--- config.mk ---
export PLATFORM = sky130hd
export DESIGN_NAME = memory_stage_lsu
export DESIGN_NICKNAME = d
export VERILOG_FILES = /design/src/rtl/memory_stage_lsu.sv
export SDC_FILE = /design/constraint.sdc
export NUM_CORES = 1
export LEC_CHECK = 0
export ABC_AREA = 1
export BUFFER_PORTS_ARGS = -buffer_cell sky130_fd_sc_hd__buf_4
export CORE_MARGIN = 3
export CORE_UTILIZATION = 50
export CTS_BUF_LIST = sky130_fd_sc_hd__clkbuf_2 sky130_fd_sc_hd__clkbuf_4 sky130_fd_sc_hd__clkbuf_8
export DETAILED_ROUTE_END_ITERATION = 10
export HOLD_SLACK_MARGIN = 0.03
export PLACE_DENSITY = 0.82
export REMOVE_ABC_BUFFERS = 1
export SLEW_MARGIN = 0
export SYNTH_ARGS = -nofsm -noshare
export SYNTH_HDL_FRONTEND = slang
export SYNTH_SLANG_ARGS = --single-unit
--- constraint.sdc ---
create_clock -name i_Clk -period 2.21 [get_ports i_Clk]
set_clock_uncertainty 0.05 [all_clocks]
set_input_delay 0.5525 -clock i_Clk [delete_from_list [all_inputs] [get_ports i_Clk]]
set_output_delay 0.5525 -clock i_Clk [all_outputs]
set_load 0.01 [all_outputs]
--- src/rtl/memory_stage_lsu.sv ---
// Memory-stage load/store unit: decodes the M-stage access, runs a req/ack data-memory handshake
// (IDLE -> WAIT -> DONE, minimum 3 cycles) and holds o_StallM high until the DONE cycle.
module memory_stage_lsu #(
  parameter int TIMEOUT_CYCLES = 255,
  parameter int CNT_W          = 8
) (
  input  logic        i_Clk,
  input  logic        i_Reset,
  input  logic        i_MemReadM,
  input  logic        i_MemWriteM,
  input  logic [2:0]  i_Funct3M,
  input  logic [31:0] i_ALUResultM,
  input  logic [31:0] i_WriteDataM,
  input  logic        i_MemAck,
  input  logic [31:0] i_MemRData,
  output logic        o_MemReq,
  output logic        o_MemWe,
  output logic [31:0] o_MemAddr,
  output logic [31:0] o_MemWData,
  output logic [3:0]  o_MemBE,
  output logic        o_StallM,
  output logic [31:0] o_ReadDataM,
  output logic        o_MisalignM,
  output logic        o_IllegalM,
  output logic        o_BusErrM
);

  localparam logic [1:0] S_IDLE = 2'd0;
  localparam logic [1:0] S_WAIT = 2'd1;
  localparam logic [1:0] S_DONE = 2'd2;
  localparam logic [CNT_W-1:0] CNT_LAST = CNT_W'(TIMEOUT_CYCLES - 1);

  logic [1:0]       state;
  logic [CNT_W-1:0] cnt;
  logic [2:0]       lat_funct3;
  logic [1:0]       lat_off;
  logic             lat_load;

  logic        access, f3_ok, illegal, misalign, in_idle, start;
  logic [31:0] lane_wdata, shifted, load_val;
  logic [3:0]  lane_be;

  always_comb begin
    access  = i_MemReadM | i_MemWriteM;
    in_idle = (state == S_IDLE);
    case (i_Funct3M)
      3'b000, 3'b001, 3'b010: f3_ok = 1'b1;
      3'b100, 3'b101:         f3_ok = i_MemReadM;
      default:                f3_ok = 1'b0;
    endcase
    // Illegal wins over misaligned, so misalign is only raised for otherwise-legal accesses.
    illegal  = access & ((i_MemReadM & i_MemWriteM) | ~f3_ok);
    misalign = access & ~illegal &
               (((i_Funct3M[1:0] == 2'b01) & i_ALUResultM[0]) |
                ((i_Funct3M[1:0] == 2'b10) & (|i_ALUResultM[1:0])));
    start    = in_idle & access & ~illegal & ~misalign;
  end

  assign o_IllegalM  = in_idle & illegal;
  assign o_MisalignM = in_idle & misalign;
  assign o_StallM    = start | (state == S_WAIT);

  always_comb begin
    lane_wdata = i_WriteDataM;
    lane_be    = 4'b1111;
    if (i_MemWriteM) begin
      case (i_Funct3M[1:0])
        2'b00: begin
          lane_wdata = {4{i_WriteDataM[7:0]}};
          lane_be    = 4'b0001 << i_ALUResultM[1:0];
        end
        2'b01: begin
          lane_wdata = {2{i_WriteDataM[15:0]}};
          lane_be    = i_ALUResultM[1] ? 4'b1100 : 4'b0011;
        end
        default: begin
          lane_wdata = i_WriteDataM;
          lane_be    = 4'b1111;
        end
      endcase
    end
  end

  // Extraction works from the IDLE-cycle snapshot; the M-stage inputs may change while stalled.
  always_comb begin
    shifted  = i_MemRData >> {lat_off, 3'b000};
    load_val = '0;
    if (lat_load) begin
      case (lat_funct3)
        3'b000:  load_val = {{24{shifted[7]}}, shifted[7:0]};
        3'b100:  load_val = {24'b0, shifted[7:0]};
        3'b001:  load_val = {{16{shifted[15]}}, shifted[15:0]};
        3'b101:  load_val = {16'b0, shifted[15:0]};
        default: load_val = i_MemRData;
      endcase
    end
  end

  always_ff @(posedge i_Clk) begin
    if (i_Reset) begin
      state       <= S_IDLE;
      cnt         <= '0;
      lat_funct3  <= '0;
      lat_off     <= '0;
      lat_load    <= 1'b0;
      o_MemReq    <= 1'b0;
      o_MemWe     <= 1'b0;
      o_MemAddr   <= '0;
      o_MemWData  <= '0;
      o_MemBE     <= '0;
      o_ReadDataM <= '0;
      o_BusErrM   <= 1'b0;
    end else begin
      case (state)
        S_IDLE: begin
          cnt <= '0;
          if (start) begin
            o_MemReq   <= 1'b1;
            o_MemWe    <= i_MemWriteM;
            o_MemAddr  <= {i_ALUResultM[31:2], 2'b00};
            o_MemWData <= lane_wdata;
            o_MemBE    <= lane_be;
            lat_funct3 <= i_Funct3M;
            lat_off    <= i_ALUResultM[1:0];
            lat_load   <= i_MemReadM;
            state      <= S_WAIT;
          end
        end
        S_WAIT: begin
          cnt <= cnt + CNT_W'(1);
          if (i_MemAck) begin
            o_MemReq    <= 1'b0;
            o_ReadDataM <= load_val;
            state       <= S_DONE;
          end else if (cnt == CNT_LAST) begin
            o_MemReq    <= 1'b0;
            o_ReadDataM <= '0;
            o_BusErrM   <= 1'b1;
            state       <= S_DONE;
          end
        end
        S_DONE: begin
          cnt         <= '0;
          o_ReadDataM <= '0;
          o_BusErrM   <= 1'b0;
          state       <= S_IDLE;
        end
        default: begin
          cnt   <= '0;
          state <= S_IDLE;
        end
      endcase
    end
  end

endmodule

# ---- After elaboration in Yosys (flattened, before gate mapping)
# Cells that the tools add are included.
dict set report totals {
  latchBits 0
  input_bits 104
  ramBits 0
  wordCells 87
  register_bits 117
  mem_count 0
  mem_bits_ro 0
  out_inout_bits 106
}
dict set report classes {
  order_cmp 0
  n_div 0
  mul 0
  mux 22
  eq_ne 16
  reduce_logical 15
  bitwise_logic 19
  add_sub_neg 1
  shifts 2
}
# op count
set op_table {}
lappend op_table {{32-bit two-way mux} 4}
lappend op_table {{32-bit case mux with 2 select lines} 2}
lappend op_table {{32-bit case mux with 4 select lines} 1}
lappend op_table {{32-bit by 5-bit >> shifter with 16-bit output} 1}
lappend op_table {{3-bit equality test (second input constant)} 4}
lappend op_table {{1-bit AND} 11}
lappend op_table {{8-bit by 1-bit adder with 8-bit output (second input constant)} 1}
lappend op_table {{8-bit equality test (second input constant)} 1}
lappend op_table {{4-bit two-way mux} 2}
lappend op_table {{4-bit case mux with 2 select lines} 1}
lappend op_table {{3-bit by 1-bit equality test with 1-bit output (second input constant)} 2}
lappend op_table {{3-bit zero test} 2}
lappend op_table {{2-bit two-way mux} 3}
lappend op_table {{1-bit case mux with 2 select lines} 3}
lappend op_table {{2-bit AND reduction} 3}
lappend op_table {{3-bit AND reduction} 2}
lappend op_table {{2-bit OR reduction} 3}
lappend op_table {{1-bit two-way mux} 5}
lappend op_table {{2-bit by 1-bit equality test with 1-bit output (second input constant)} 2}
lappend op_table {{2-bit equality test (second input constant)} 2}
lappend op_table {{2-bit zero test} 2}
lappend op_table {{2-bit by 1-bit inequality test with 1-bit output (second input constant)} 2}
lappend op_table {{1-bit NOT} 4}
lappend op_table {{1-bit bitwise OR} 4}
lappend op_table {{other kinds (7)} 8}

# ---- Longest topological paths before layout
# Gate-level depths: netlist of the first run.
dict set report depth {
  depth_word 13
  ltp_mapped 10
}

# ---- Worst setup path after synthesis of the first run
# Ideal clock, no wire load.
dict set report synth_timing {
  kind {input port to output port}
  start {input port i_Funct3M[1]}
  end {output port o_StallM}
  required_ns 1.607
  arrival_ns 1.356
  path_buffers 1
  stages 7
  slack_ns 0.252
  path_cell_list {inv_1 nand2_1 nor2_1 nor2_2 nand3_2 clkbuf_1 nand2_1}
}
dict set report synth_between {
  elab_chain_len 12
}
# element line_no
set synth_lines {}
lappend synth_lines {{from (decl)} 11} ;# input logic [2:0] i_Funct3M,
lappend synth_lines {{3-bit by 1-bit equality test with 1-bit output, or another cell as far along} 46} ;# case (i_Funct3M)
lappend synth_lines {{3-bit OR reduction / 2-bit OR reduction (equally long branches)} 46}
lappend synth_lines {{1-bit case mux with 2 select lines} 46}
lappend synth_lines {{1-bit NOT} 52} ;# illegal = access & ((i_MemReadM & i_MemWriteM) | ~f3_ok);
lappend synth_lines {{1-bit bitwise OR} 52}
lappend synth_lines {{1-bit AND} 52}
lappend synth_lines {{1-bit NOT} {53, 56}}
lappend synth_lines {{1-bit AND (2 in a row)} 53} ;# misalign = access & ~illegal &
lappend synth_lines {{1-bit NOT} 56} ;# start = in_idle & access & ~illegal & ~misalign;
lappend synth_lines {{1-bit AND *} 56}
lappend synth_lines {{1-bit bitwise OR *} 61} ;# assign o_StallM = start | (state == S_WAIT);
lappend synth_lines {{to (decl)} 21} ;# output logic o_StallM,
# Mark *: on every way between the ends. The rest lies on a longest branch, timed or not.

# ---- Worst setup path after layout of the first run
dict set report layout_timing {
  start {register state[0]}
  end {output port o_MisalignM}
}
dict set report layout_between {
  elab_chain_len 2
}
# element line_no
set layout_lines {}
lappend layout_lines {{from (decl)} 33} ;# logic [1:0] state;
lappend layout_lines {{from (signal assigned)} 101} ;# state <= S_IDLE;
lappend layout_lines {{from (signal assigned)} 126} ;# state <= S_WAIT;
lappend layout_lines {{from (signal assigned)} 134} ;# state <= S_DONE;
lappend layout_lines {{2-bit zero test} 45} ;# in_idle = (state == S_IDLE);
lappend layout_lines {{1-bit AND} 60} ;# assign o_MisalignM = in_idle & misalign;
lappend layout_lines {{to (decl)} 23} ;# output logic o_MisalignM,
# Every way passes these cells.

==> results.txt, run 1 <==
Status -> finished clean
Synthesized flop and latch total -> 117
Post-DP HPWL -> 11.0 mm
CTS buffer count -> 17
CP Capture Type -> primary output
Antenna violations before repair -> 0
Crit start category -> flip-flop
Required time worst endpoint -> 1.61 ns
Worst Hold Launch -> i_WriteDataM[13]
Largest net degree at the start of global routing -> 51
Area occupied by multi-input gates -> 0.00257 mm^2
Fraction of layout cells with a size suffix above 1 -> 28.5%
Syn_area_per_cell -> 6.90 um^2
Fin. Hold Viols -> 0
Multiplexer share of the synthesized area -> 0%
Syn Inst Count -> 769
DRC violation count after routing -> 0
DR pass1 iterations -> 5
Fillers -> 792
RSZ-0062 raised after global routing -> no
Buffer levels on the longest clock path -> 2
Achievable clock frequency -> 466 MHz
Tmin final -> 2.15 ns
Mapped cell area -> 0.00531 mm^2
Start of the worst register-to-register path -> state[0]
Number of port buffers -> 207
Clock Latency Late Sink -> 0.43 ns
Core box area -> 0.0100 mm^2
GR Overflow Total -> 0
Post-synth top area share -> 44.1%
Critical path fanouts, max -> 3
GP Congestion -> 0.918
Total power -> 5.86 mW
Chip Width -> 109 um
Antenna viol nets, final -> 0
Vias in the first global route -> 5181
Initial Util -> 52.8%
Top post-synthesis cells by area -> dfxtp_1, nand2_1, o21ai_0
Diode count -> 0
Peak supply drop -> 0.000669 V
Finished Layout Cells -> 1115
Via density per instance -> 5.14
Pwr dens -> 778 mW/mm^2
Synth Area in XOR/XNOR -> 0%
Total Wirelength -> 15.9 mm
Complex-gate fraction of the synthesized area -> 21.6%
Post-route clock period utilization -> 97.2%
Setup-violating endpoint count in the final report -> 0
Die ar. -> 0.0119 mm^2
IO Pins -> 210
Cell count after placement -> 1077
# hold bufs at CTS -> 0
Critical path class -> reg2out
Cell taking the most area after synthesis -> dfxtp_1
Worst Path Arrival -> 1.54 ns
Main combinational cell family by area after synthesis -> simple AND/OR/NAND/NOR gates
CTS tree -> done
Fin. max-slew vios -> 0
Die height -> 109 um
Rows -> 36
First-pass GRT wire length -> 24.7 mm
Max transition margin -> 58.0%
Fin nets -> 1079
Worst-margin pin slew -> 0.629 ns
Max Cap Viol -> 0
Clk pin slew, worst setup/hold paths -> 0.07 ns
TritonCTS Sinks -> 117
Critical path origin -> state[0]
Min-Delay Path Class -> in2reg
Post-Synth Adder-Cell Area -> 1.18%
DR iter-0 viols -> 411
Post-Synth Simple-Gate Area -> 25.0%
YS warnings -> 0
Htree depth -> 4
Routed len/inst -> 14.3 um
GRT Util Overall -> 26.4%
Post-synthesis sequential area ratio -> 44.1%
CTS root buf -> clkbuf_8
Number of distinct library cells after synthesis -> 28
Reg area -> 0.00234 mm^2
Vias -> 5733
Lkg Pwr -> 3.42 nW
Area Overhead vs Synth -> 42.0%
-- sequential cells by signal, indices dropped and copies added (netlist names) --
| signal | count |
|---|---|
| o_MemReq | 1 |
| lat_funct3 | 3 |
| o_MemAddr | 30 |
| lat_off | 2 |
| cnt | 8 |
| o_MemWData | 32 |
| o_MemBE | 4 |
| o_ReadDataM | 32 |
| o_BusErrM | 1 |
| o_MemWe | 1 |
| lat_load | 1 |
| state | 2 |
-- routing by layer --
layer	share of wire [%]	vias to the layer above	GRT usage, %
li1	-	2920	-
met1	42	2566	33.7
met2	48	210	41.8
met3	7.5	37	6.99
met4	3.0	0	11.6
met5	0	-	0
-- worst paths after layout --
path	endpoint	slack, ns	depth (start not counted)
max	o_MisalignM	0.06	7
min	o_MemWData[13]	0.32	3
max reg2reg	o_MemReq	0.22	12
min reg2reg	o_ReadDataM[17]	0.41	2
-- cell usage after synthesis (all sizes together) --
master and count:
inv 53, nor2 105, and3 1, nand3 32, conb 1, and2 1
dfxtp 117, nand4 3, nand2 180, a211oi 5, o21ai 98, o211ai 16
nor3 5, o2111ai 1, ha 5, o22ai 1, clkinv 1, a21oi 96
clkbuf 26, buf 22
-- area by class of cell --
class                   instances  share of cell area [%]
clock buffers                  22                    3.85
repair buffers                229                    23.4
flip-flops and latches        117                    31.1
multi-input cells             551                    34.1
clock inverters                 9                    2.62
inverters                      54                    2.69
well taps                     133                    2.21
-- worst max-delay path: stages, from the launching register on --
cell and delay, ns:
dfxtp_2 0.34, inv_2 0.07, ha_4 0.13, inv_2 0.05, nor2_4 0.15, nand3_2 0.10, nor2_2 0.14, buf_6 0.13
-- where the power goes --
group / switching, mW / internal [mW] / leakage [nW]
sequential: 0.0748 / 2.25 / 0.955
clock: 0.835 / 1.56 / 0.246
combinational: 0.632 / 0.511 / 2.22
-- cells by family after synthesis --
family	after synthesis
and+or+nand+nor	327
AOI/OAI and AO/OA	217
DFF	117
buffers and inverters	102
adders and majority gates	5
other	1
-- cell usage in the layout, fill, tap and decap left out, drive strengths merged --
cell type    n
clkbuf      22
nand3       32
o22ai        1
nor2       105
clkinv       3
o21ai       98
a211oi       5
o211ai      16
nand4        3
nand2      180
inv         53
nor3         5
dfxtp      117
bufinv       6
o2111ai      1
and3         1
and2         1
buf        229
conb         2
clkinvlp     1
ha           5
a21oi       96
-- per-stage QoR --
stage                     setup TNS, ns  hold slack (ns)  area [um^2]  utilization, %  worst slack (ns)
after global routing                  0            0.301         7530            75.0           0.00620
after global placement                0            0.398         6960            69.2             0.194
after floorplan                   -1.46            0.380         5080               -            -0.154
after detailed placement              0            0.406         6960            69.2             0.167
final                                 0            0.315         7530            75.0            0.0627
after CTS                             0            0.295         7460            74.3           0.00210
-- timing repair --
item,4_1_cts,5_1_grt
resized for setup,6,6
hold endpoints to repair,0,0
pin swaps,3,4
setup endpoints to repair,2,2
setup buffers,1,6
Note: power is estimated with default switching activity, not from simulation.
==> inputs of run 2 (changes only) <==
--- a/config.mk
+++ b/config.mk
@@ -11,7 +11,6 @@
 export CORE_UTILIZATION = 50
 export CTS_BUF_LIST = sky130_fd_sc_hd__clkbuf_2 sky130_fd_sc_hd__clkbuf_4 sky130_fd_sc_hd__clkbuf_8
 export DETAILED_ROUTE_END_ITERATION = 10
-export HOLD_SLACK_MARGIN = 0.03
 export PLACE_DENSITY = 0.82
 export REMOVE_ABC_BUFFERS = 1
 export SLEW_MARGIN = 0
==> constraint.sdc (replaced) <==
create_clock -name i_Clk -period 2.21 [get_ports i_Clk]
set_clock_uncertainty 0.05 [all_clocks]
set_input_delay 0.5525 -clock i_Clk [delete_from_list [all_inputs] [get_ports i_Clk]]
set_output_delay 0.5525 -clock i_Clk [all_outputs]
set_load 0.1 [all_outputs]
==> results.txt, run 2 (synthesis results as in run 1) <==
Status -> finished clean
DP Worst Slack -> 0.0787 ns (-0.0879 ns)
Fin. Hold Viols -> 0 (unchanged)
Fin area -> 0.00752 mm^2 (-0.22%)
Max Cap Viol -> 0 (unchanged)
Fraction of layout cells with a size suffix above 1 -> 28.8% (+0.25 points)
GRT Util Overall -> 27.7% (+1.4 points)
Critical path fanouts, max -> 3 (unchanged)
Routed len/inst -> 14.9 um (+4.5%)
Total Wirelength -> 16.7 mm (+4.7%)
Clock Latency Late Sink -> 0.42 ns (about the same)
DRC violation count after routing -> 0 (unchanged)
Clk pin slew, worst setup/hold paths -> 0.07 ns (about the same)
Peak supply drop -> 0.000564 V (-16%)
First-pass GRT wire length -> 26.0 mm (+5.0%)
CTS root buf -> clkbuf_8
Tmin final -> 2.19 ns (+0.0386 ns)
Largest net degree at the start of global routing -> 55 (+7.8%)
Chip Width -> 109 um (unchanged)
Most common cell after layout, fill and taps aside -> buf_4
Crit start category -> flip-flop
Critical path class -> reg2out
Post-route clock period utilization -> 98.9% (+1.7 points)
Worst Path Arrival -> 1.58 ns (+0.04 ns)
DR pass1 iterations -> 5 (unchanged)
Vias in the first global route -> 5340 (+3.1%)
Antenna viol nets, final -> 0 (unchanged)
Number of port buffers -> 207 (unchanged)
Fin. max-slew vios -> 0 (unchanged)
Post-DP HPWL -> 11.5 mm (+4.6%)
TritonCTS Sinks -> 117 (unchanged)
Achievable clock frequency -> 457 MHz (-1.8%)
Area Overhead vs Synth -> 41.7%
GP Congestion -> 0.905 (-1.5%)
Top flop regs -> o_MemWData: 32 flops, o_ReadDataM: 32 flops, o_MemAddr: 30 flops
Antenna violations before repair -> 0 (unchanged)
Buffer levels on the longest clock path -> 2 (unchanged)
Die height -> 109 um (unchanged)
Final worst slack -> 0.0241 ns (-0.0386 ns)
Worst-margin pin slew -> 0.609 ns (-0.0203 ns)
Final core occ -> 74.9% (-0.16 points)
Pwr dens -> 864 mW/mm^2 (+11%)
Total power -> 6.50 mW (+11%)
Diode count -> 0 (unchanged)
Max transition margin -> 59.3% (+1.4 points)
Setup-violating endpoint count in the final report -> 0 (unchanged)
Fin nets -> 1081 (+0.19%)
Htree depth -> 4 (unchanged)
CTS tree -> done
Most frequent cells in the layout -> buf_4, nand2_1, dfxtp_1
RSZ-0062 raised after global routing -> yes
CP Capture Type -> primary output
Vias -> 5910 (+3.1%)
Initial Util -> 52.8% (unchanged)
IO Pins -> 210 (unchanged)
DR iter-0 viols -> 447 (+8.8%)
Rows -> 36 (unchanged)
Required time worst endpoint -> 1.61 ns (about the same)
DP Area -> 0.00699 mm^2 (+0.43%)
GR Overflow Total -> 0 (unchanged)
CTS buffer count -> 17 (unchanged)
Core box area -> 0.0100 mm^2 (unchanged)
Min-Delay Path Class -> in2reg
Die ar. -> 0.0119 mm^2 (unchanged)
Lkg Pwr -> 3.40 nW (-0.51%)
Via density per instance -> 5.29 (+2.9%)
## run 2: area by class of cell
type,instances,area (um^2)
multi-input combinational,551,2580
fill,820,2530
sequential,117,2340
timing repair buffer,231,1800
clock buffer,23,298
inverter,54,205
tap,133,166
clock inverter,8,124
## run 2: worst paths after layout
check,startpoint,end,slack [ns],depth (start not counted)
setup / recovery,state[0],o_StallM,0.02,7
hold / removal,i_WriteDataM[8],o_MemWData[8],0.32,3
setup reg to reg,state[0],o_MemReq,0.20,12
hold reg to reg,cnt[0],cnt[0],0.41,1
## run 2: repair_timing
action	4_1_cts	5_1_grt
setup endpoints to repair	3	3
setup buffers	3	2
pin swaps	4	4
resized for setup	17	4
cloned	0	0
hold buffers	0	0
## run 2: per-stage QoR
| step | hold slack (ns) | TNS [ns] | instances |
|---|---|---|---|
| 3_3_place_gp | 0.395 | 0 | 1081 |
| 6_report | 0.318 | 0 | 1117 |
| 5_1_grt | 0.303 | -0.0917 | 1117 |
| 3_5_place_dp | 0.404 | 0 | 1081 |
| 2_1_floorplan | 0.380 | -4.07 | 722 |
| 4_1_cts | 0.300 | 0 | 1115 |
## run 2: critical path, stage by stage (launching register included)
cell,delay (ns)
dfxtp_2,0.34
inv_2,0.08
ha_4,0.15
inv_4,0.05
nor2_4,0.13
nand3_2,0.12
nand2_2,0.12
buf_12,0.18
## run 2: per-layer routing
metal / track usage, % / vias to the layer above / part of all wire, %
met5: 0 / - / 0
met4: 13.6 / 0 / 3.9
met3: 6.81 / 47 / 7.7
met2: 45.0 / 264 / 47
met1: 34.3 / 2677 / 41
li1: - / 2922 / -
## run 2: power by group
part	internal, mW	switching, mW	leakage [nW]
combinational	0.530	1.54	2.24
sequential	2.25	0.0743	0.955
clock	1.24	0.864	0.212
total	4.01	2.48	3.40
==> inputs of run 3 (changes only) <==
--- a/config.mk
+++ b/config.mk
@@ -6,7 +6,7 @@
 export NUM_CORES = 1
 export LEC_CHECK = 0
 export ABC_AREA = 1
-export BUFFER_PORTS_ARGS = -buffer_cell sky130_fd_sc_hd__buf_4
+export BUFFER_PORTS_ARGS = -buffer_cell sky130_fd_sc_hd__buf_2
 export CORE_MARGIN = 3
 export CORE_UTILIZATION = 50
 export CTS_BUF_LIST = sky130_fd_sc_hd__clkbuf_2 sky130_fd_sc_hd__clkbuf_4 sky130_fd_sc_hd__clkbuf_8
@@ -17,3 +17,4 @@
 export SYNTH_ARGS = -nofsm -noshare
 export SYNTH_HDL_FRONTEND = slang
 export SYNTH_SLANG_ARGS = --single-unit
+export TNS_END_PERCENT = 100
==> results.txt, run 3 (synthesis results as in run 1) <==
CTS buffer count -> 17 (unchanged)
DP Area -> 0.00650 mm^2 (-6.9%)
Status -> finished clean
IO Pins -> 210 (unchanged)
Routed len/inst -> 13.8 um (-7.4%)
DR top layer -> met4
Via density per instance -> 5.11 (-3.3%)
Clk pin slew, worst setup/hold paths -> 0.07 ns (about the same)
Required time worst endpoint -> 1.61 ns (about the same)
Lkg Pwr -> 3.30 nW (-3.2%)
GR Overflow Total -> 0 (unchanged)
DR pass1 iterations -> 5 (unchanged)
GRT Util Overall -> 25.6% (-2.1 points)
Critical path class -> reg2out
Rows -> 36 (unchanged)
Total Wirelength -> 15.4 mm (-7.7%)
Achievable clock frequency -> 463 MHz (+1.2%)
Pwr dens -> 917 mW/mm^2 (+6.1%)
Top flop regs -> o_MemWData: 32 flops, o_ReadDataM: 32 flops, o_MemAddr: 30 flops
DRC violation count after routing -> 0 (unchanged)
Die height -> 109 um (unchanged)
M1 WL -> 6.18 mm (-9.7%)
Htree depth -> 4 (unchanged)
Total met3 wirelength after detailed routing -> 1.47 mm (+15%)
Max transition margin -> 58.1% (-1.3 points)
Chip Width -> 109 um (unchanged)
TritonCTS Sinks -> 117 (unchanged)
Core box area -> 0.0100 mm^2 (unchanged)
Post-DP HPWL -> 10.9 mm (-6.0%)
Hold WS -> 0.325 ns (+0.00743 ns)
Fraction of layout cells with a size suffix above 1 -> 28.6% (-0.12 points)
DP Worst Slack -> 0.146 ns (+0.0674 ns)
Largest net degree at the start of global routing -> 48 (-13%)
First-pass GRT wire length -> 24.0 mm (-7.5%)
Buffer levels on the longest clock path -> 2 (unchanged)
Vias -> 5698 (-3.6%)
Number of port buffers -> 207 (unchanged)
Fin. max-slew vios -> 0 (unchanged)
Tmin final -> 2.16 ns (-0.0264 ns)
Fin. Hold Viols -> 0 (unchanged)
Post-route clock period utilization -> 97.7% (-1.2 points)
CP Capture Type -> primary output
Die ar. -> 0.0119 mm^2 (unchanged)
Worst Path Arrival -> 1.56 ns (-0.02 ns)
Crit start category -> flip-flop
CTS root buf -> clkbuf_8
# hold bufs at CTS -> 0 (unchanged)
Setup-violating endpoint count in the final report -> 0 (unchanged)
Fillers -> 865 (+5.5%)
RSZ-0062 raised after global routing -> yes
Antenna viol nets, final -> 0 (unchanged)
Most common cell after layout, fill and taps aside -> buf_2
Diode count -> 0 (unchanged)
Initial Util -> 52.8% (unchanged)
GP Congestion -> 0.899 (-0.57%)
Fin nets -> 1077 (-0.37%)
Peak supply drop -> 0.000568 V (+0.72%)
Min-Delay Path Class -> in2reg
Most frequent cells in the layout -> buf_2, nand2_1, dfxtp_1
DR iter-0 viols -> 509 (+14%)
Clock Latency Late Sink -> 0.43 ns (about the same)
Final worst slack -> 0.0505 ns (+0.0264 ns)
Vias in the first global route -> 5011 (-6.2%)
Max Cap Viol -> 0 (unchanged)
Metal2 WL -> 7.29 mm (-7.5%)
Total power -> 6.40 mW (-1.5%)
Antenna violations before repair -> 0 (unchanged)
CTS tree -> done
Area Overhead vs Synth -> 31.5%
Final core occ -> 69.5% (-5.4 points)
Worst-margin pin slew -> 0.628 ns (+0.0191 ns)
Fin area -> 0.00698 mm^2 (-7.2%)
Critical path fanouts, max -> 3 (unchanged)
## run 3: changes by cell type in the layout (fill, tap and decap cells not counted), moves of 2 or more
cell,delta
buf_2,+204
clkbuf_8,-3
buf_4,-207
clkinv_2,+2
## run 3: worst paths after layout
kind	endpoint	startpoint	depth (start not counted)	slack [ns]
worst min register to register	o_ReadDataM[1]	o_ReadDataM[1]	2	0.41
worst max-delay path	o_MisalignM	state[1]	7	0.05
worst max register to register	o_MemBE[1]	state[1]	10	0.37
worst min-delay path	o_MemAddr[10]	i_ALUResultM[10]	3	0.33
## run 3: final cells by class
| class | instances | area [um^2] | share of cell area (%) |
|---|---|---|---|
| flip-flops and latches | 117 | 2340 | 33.6 |
| clock inverters | 13 | 181 | 2.60 |
| inverters | 54 | 205 | 2.94 |
| well taps | 133 | 166 | 2.38 |
| multi-input cells | 551 | 2580 | 36.9 |
| repair buffers | 227 | 1260 | 18.0 |
| clock buffers | 19 | 249 | 3.57 |
## run 3: what timing repair did
| action | 4_1_cts | 5_1_grt |
|---|---|---|
| resized for setup | 8 | 6 |
| pin swaps | 4 | 4 |
| buffers inserted | 1 | 0 |
| endpoints found under the setup margin | 3 | 3 |
## run 3: through the flow
| stage | setup TNS [ns] | instances |
|---|---|---|
| 2_1_floorplan | -4.07 | 722 |
| 3_3_place_gp | 0 | 1081 |
| 3_5_place_dp | 0 | 1081 |
| 4_1_cts | -0.101 | 1114 |
| 5_1_grt | -0.0543 | 1114 |
| 6_report | 0 | 1114 |
## run 3: metal layers
metal / global-route usage [%] / vias up
met3: 6.69 / 36
met2: 41.7 / 272
met1: 32.6 / 2471
met4: 9.20 / 0
li1: - / 2919
met5: 0 / -
## run 3: report_power, final
part | internal (mW) | total [mW] | leakage [nW] | switching [mW]
clock network | 1.25 | 2.16 | 0.217 | 0.908
logic | 0.403 | 1.93 | 2.12 | 1.53
registers | 2.25 | 2.31 | 0.955 | 0.0632
## run 3: critical path, cell delays in order, from the launching register on
cell     delay (ns)
dfxtp_2        0.33
inv_2          0.08
ha_4           0.15
inv_4          0.05
nor2_4         0.12
nand3_2        0.11
nor2_4         0.13
buf_12         0.18
